===== src/rtl/if_id_queue.sv =====
// In-order fetch-to-decode instruction queue: buffers {pc, inst} pairs from fetch,
// presents the oldest to decode via valid/ready, and discards everything on flush.
module if_id_queue #(
  parameter int unsigned DEPTH = 4,
  parameter int unsigned PTR_W = 2
) (
  input  logic             clk,
  input  logic             rst,
  input  logic             flush,
  input  logic             if_valid,
  input  logic [31:0]      if_pc,
  input  logic [31:0]      if_inst,
  output logic             if_ready,
  output logic             if_stall,
  output logic             id_valid,
  output logic [31:0]      id_pc,
  output logic [31:0]      id_inst,
  input  logic             id_ready,
  output logic [PTR_W:0]   count
);

  localparam int unsigned CNT_W = PTR_W + 1;
  localparam logic [CNT_W-1:0] CNT_FULL = CNT_W'(DEPTH);

  logic [31:0]      pc_mem   [DEPTH];
  logic [31:0]      inst_mem [DEPTH];
  logic [PTR_W-1:0] wptr;
  logic [PTR_W-1:0] rptr;
  logic [CNT_W-1:0] cnt;
  logic             push;
  logic             pop;

  // Handshake flags decode registered occupancy only; no path from id_ready to if_ready.
  always_comb begin
    if_ready = (cnt != CNT_FULL);
    if_stall = ~if_ready;
    id_valid = (cnt != '0);
    id_pc    = id_valid ? pc_mem[rptr]   : 32'h0000_0000;
    id_inst  = id_valid ? inst_mem[rptr] : 32'h0000_0000;
    count    = cnt;
    push     = if_valid & if_ready & ~flush;
    pop      = id_valid & id_ready & ~flush;
  end

  // Pointer and occupancy state; reset outranks flush, flush outranks push/pop.
  always_ff @(posedge clk) begin
    if (rst) begin
      wptr <= '0;
      rptr <= '0;
      cnt  <= '0;
    end else if (flush) begin
      wptr <= '0;
      rptr <= '0;
      cnt  <= '0;
    end else begin
      if (push) wptr <= wptr + PTR_W'(1);
      if (pop)  rptr <= rptr + PTR_W'(1);
      if (push && !pop)      cnt <= cnt + CNT_W'(1);
      else if (pop && !push) cnt <= cnt - CNT_W'(1);
    end
  end

  // Entry storage, cleared on reset so the head reads zero until refilled.
  always_ff @(posedge clk) begin
    if (rst) begin
      for (int i = 0; i < int'(DEPTH); i++) begin
        pc_mem[i]   <= '0;
        inst_mem[i] <= '0;
      end
    end else if (push) begin
      pc_mem[wptr]   <= if_pc;
      inst_mem[wptr] <= if_inst;
    end
  end

endmodule

===== config.mk =====
export PLATFORM = sky130hd
export DESIGN_NAME = if_id_queue
export DESIGN_NICKNAME = d
export VERILOG_FILES = /design/src/rtl/if_id_queue.sv
export SDC_FILE = /design/constraint.sdc
export NUM_CORES = 1
export LEC_CHECK = 0
export CAP_MARGIN = 0
export CORE_MARGIN = 3
export CORE_UTILIZATION = 45
export CTS_CLUSTER_DIAMETER = 120
export DETAILED_ROUTE_END_ITERATION = 8
export GPL_TIMING_DRIVEN = 0
export PLACE_DENSITY = 0.68
export SYNTH_ARGS = -nofsm -noshare
export SYNTH_HDL_FRONTEND = slang
export SYNTH_SLANG_ARGS = --single-unit

===== constraint.sdc =====
create_clock -name clk -period 6.5 [get_ports clk]
set_input_delay 1.95 -clock clk [delete_from_list [all_inputs] [get_ports clk]]
set_output_delay 1.95 -clock clk [all_outputs]
set_load 0.005 [all_outputs]

Word level (Yosys, flattened, before mapping)
Memory sizes are Yosys's and may differ from the RTL's. A register that Yosys moved wholly into a read port is not among the register bits. Cells that the tools add are included.

Bits in registers: 7. Bits in latches: 0. Bits in writable memories: 256. Memory bits (read-only): 0. Output and inout port bits: 70. Logic and storage cells: 44. Memories kept: 2.

Add/subtract/negate cells: 4. $mul: 0. Div/mod/pow operators: 0. $lt $le $gt $ge: 0. Eq/ne operators: 1. Shift-type cells: 0. Mux-type cells: 19. Bitwise logic cells: 6. Reductions and logical operators: 9.

Memories: inst_mem (depth 4, width 32, rd ports 1, clocked after memory_dff 1, write ports 4, RTL line 26) `logic [31:0] inst_mem [DEPTH];`; pc_mem (depth 4, width 32, rd ports 1, clocked after memory_dff 1, write ports 4, RTL line 25) `logic [31:0] pc_mem [DEPTH];`.

Operators by type and width (number): two-way mux 32 bit (4); OR reduction 32 bit (2); two-way mux 2 bit (6); two-way mux 1 bit (7); two-way mux 3 bit (2); adder 2 x 1 -> 2 bit (second input constant) (2); bitwise AND 1 bit (4); adder 3 x 1 -> 3 bit (second input constant) (1); inequality test 3 bit (second input constant) (1); nonzero test 3 bit (1); subtractor 3 x 1 -> 3 bit (second input constant) (1); logical AND 1 bit (2); logical NOT 1 bit (2); inverter 1 bit (2); nonzero test 2 bit (1); OR reduction 2 bit (1).

Depth between registers and ports, before layout
Word-level depth: 8. Depth in mapped cells: 9.

Least setup slack after synthesis
No wires, ideal clock.

Path kind: input -> register. From: input flush. To: memory inst_mem[0][0] (enable). Library setup time: 0.421 ns. Data arrival time: 3.731 ns. Data required time: 6.079 ns. Setup slack: 2.348 ns. Cell stages on the path: 3. Buffers on the path: 0. Cells stage by stage: nand2b_1 -> nor2_1 -> a21o_1.

RTL lines: from (decl) (RTL line 9) `input logic flush,`; to (decl) (RTL line 26).

Worst setup path after layout
From: register cnt[0], in the netlist count[0]. To: output id_pc[3].

Longest elaborated chain between the ends: 2.

RTL lines: from (decl) (RTL line 29) `logic [CNT_W-1:0] cnt;`; from (signal assigned) (RTL line 58) `if (push && !pop) cnt <= cnt + CNT_W'(1);`; from (signal assigned) (RTL line 59) `else if (pop && !push) cnt <= cnt - CNT_W'(1);`; nonzero test 3 bit (RTL line 37) `id_valid = (cnt != '0);`; two-way mux 32 bit (RTL line 38) `id_pc = id_valid ? pc_mem[rptr] : 32'h0000_0000;`; to (decl) (RTL line 16) `output logic [31:0] id_pc,`.

No other way between the ends.

==> metrics.txt <==
Root Buffer=clkbuf_16; Overflow after GRT=0; initial detailed-routing violation count=563; synthesized cell area=0.0121 mm2; synth unique cells=32; flop and latch count out of synthesis=about 270; routed len/inst=between 20 and 25 um; Initial Util=0.462; wl on met1=between 10 and 15 mm; most frequent CP cell=clkbuf_1; gp weighted congestion=between 0.7 and 0.8; multi-input logic area=approximately 0.0037 mm2; Adder-Cell Fraction of Synth Area=0.00268; clk_skew=around 0.017 ns; Slew headroom=0.458; Area after DPL=approximately 0.014 mm2; syn nets=around 830; core area=about 0.026 mm2; Max IR drop VDD=between 0.0001 and 0.00015 V; # IOs=around 140; simple logic cell fraction of the synthesized area=0.175; die area=0.0290 mm2; Final Hold Fails=0; # clock sinks=between 200 and 300; compound-gate portion of the synthesized area=0.00598; total track usage=0.199; combinational family with the most area after synthesis=simple AND/OR/NAND/NOR gates; Max Clk Rate=0.203 GHz; Tmin final=~4.9 ns; final wirelength=~28 mm; Post-Synth XOR/XNOR Area=0.00289; max-slew violation count=0; CTS Buf Count=28; layout cell share with drive strength beyond 1=0.155; clk slew on worst S/H paths=0.06 ns; crit start category=register; Resized Gates After CTS=0; Max Buffers Root-to-Sink=3; DIE WIDTH=170 um; Clock Latency Late Sink=about 0.53 ns; Die H=between 150 and 200 um; crit path kind=reg -> out; Power Density=approximately 250 mW/mm2; status=finished clean; Crit-path slowest cell=clkbuf_1; routed vias=around 7,000; Final ANT Viol Nets=0; Worst setup EP type=output pin; crit-path max cell delay=0.62 ns; Hold/Removal Path Class=reg -> reg; CTS Hold Buffers Added=0; Via density=between 5 and 6; DR DRC count=0; nets=~1,000; Detail Route met2 WL=roughly 14 mm; met3 WL=between 1.5 and 2 mm; Final Cell Area=~0.015 mm2; Arrival @ worst endpoint=around 3.0 ns; Critical Path Fanout Max=10; RSZ-0062 raised after global routing=false; hpwl dp=17.9 mm; fill count=2,116; initial antenna violation count=2; register area share after synthesis=0.648; Yosys warning total=0; area delta synth->final=22.8%; Critical Path, Cell by Cell=or3_2 -> clkbuf_1 -> clkbuf_1 -> and2_1 -> clkdlybuf4s50_1; largest net degree at the start of global routing=44; first-pass GRT wire length=44.2 mm; CTS tree=built; setup TNS=0 ns; Worst EP required=~4.6 ns; max cap viols=0; row cnt=59; P_leak=between 5 and 6 nW; IO Port Bufs=between 100 and 150; Post-Syn Instances=761; average size of a mapped cell=roughly 16 um2; vias in the first global route=7,760; storage element area=just under 0.008 mm2; Worst Max-Slew Pin Slew=~0.81 ns; Highest Signal Layer=met5; Setup violations, final=0; Detailed Routing Iterations Pass 1=5; post-synthesis mux area share=0.120; H-tree Lvls=1; Post-CTS Repair Setup Buffers=0; Period Utilization, post-route=0.756
## per-layer routing
metal	vias to the layer above	GRT usage
met5	-	0
met4	2	0.0476
met3	45	0.0314
met2	206	0.332
met1	3610	0.279
li1	3267	-
## cell usage after synthesis
| cell type | n | area [um2] |
|---|---|---|
| fa_1 | 1 | 20.0 |
| a21o_1 | 2 | 15.0 |
| buf_2 | 7 | 35.0 |
| o311ai_0 | 1 | 8.76 |
| buf_8 | 18 | 270 |
| mux2i_1 | 1 | 10.0 |
| buf_12 | 2 | 40.0 |
| or2_2 | 2 | 12.5 |
| buf_1 | 6 | 22.5 |
| nor3_4 | 1 | 16.3 |
| ha_1 | 1 | 12.5 |
| dfxtp_1 | 9 | 180 |
| or3_2 | 2 | 15.0 |
| xor2_1 | 4 | 35.0 |
| edfxtp_1 | 256 | 7690 |
| nor2b_1 | 3 | 18.8 |
| nand2b_1 | 2 | 12.5 |
| inv_1 | 2 | 7.51 |
| mux4_2 | 64 | 1440 |
| o21ai_0 | 2 | 10.0 |
| o31ai_1 | 2 | 15.0 |
| and2_1 | 128 | 801 |
| clkbuf_1 | 30 | 113 |
| and3_1 | 192 | 1200 |
| inv_4 | 1 | 6.26 |
| a31o_2 | 1 | 8.76 |
| clkbuf_2 | 5 | 25.0 |
| or3b_4 | 1 | 11.3 |
| nand3_1 | 2 | 10.0 |
| nor2_1 | 7 | 26.3 |
| buf_6 | 3 | 33.8 |
| a21oi_1 | 3 | 15.0 |
## placed cells by master, fill, tap and decap left out, drive strengths merged, types with 3 or more instances in the layout
| cell | count |
|---|---|
| edfxtp | 256 |
| and3 | 192 |
| clkdlybuf4s50 | 138 |
| and2 | 128 |
| clkbuf | 79 |
| mux4 | 64 |
| buf | 40 |
| dfxtp | 9 |
| nor2 | 7 |
| clkinv | 6 |
| xor2 | 4 |
| nor2b | 3 |
| a21oi | 3 |
| inv | 3 |
## worst max-delay path: cells and delay by family, from the launching register on
family / cells / cell delay (ns)
buffers and inverters: 3 / 1.55
DFF: 1 / 0.46
and+or+nand+nor: 2 / 0.43
## logic make-up after synthesis
group,Yosys count
AND/OR/NAND/NOR,340
flip-flops,265
buffers and inverters,74
multiplexers,65
AO/OA/AOI/OAI,11
XOR/XNOR,4
adder cells (fa/ha/maj),2
## state kept, by name, indices dropped and copies added (netlist names), named ones only
register / count
inst_mem: 128
pc_mem: 128
count: 3
rptr: 2
wptr: 2
## layout make-up
class	instances	share of cell area
clock inverter	7	0.00411
timing repair buffer	142	0.0990
buffer	71	0.0362
inverter	3	0.000923
clock buffer	44	0.0525
multi-input combinational	422	0.251
tap	335	0.0281
antenna	1	0.000168
sequential	265	0.528
## metrics by stage
stage               instances  worst slack [ns]  total power [mW]   util  hold slack (ns)
floorplan                 761              2.35              2.17      -            0.483
global placement         1234             0.638              2.35  0.530            0.510
detailed placement       1238              1.98              2.36  0.535            0.529
CTS                      1289              1.47              3.83  0.567            0.541
global route             1290              1.38              3.93  0.567            0.571
finish                   1290              1.59              3.80  0.567            0.546
## path summary, 6_finish.rpt
path | from | endpoint | slack, ns | cells past startpoint
worst max register to register | count[0] | count[2] | 3.91 | 9
worst min register to register | rptr[1] | rptr[1] | 0.55 | 2
worst max-delay path | count[0] | id_pc[3] | 1.59 | 5
worst min-delay path | rptr[1] | rptr[1] | 0.55 | 2
## power breakdown
part / switching [mW] / internal (mW)
Clock: 0.620 / 0.861
Combinational: 0.169 / 0.174
Sequential: 0.0210 / 1.95
Total: 0.810 / 2.99
Note: power is estimated with default switching activity, not from simulation.
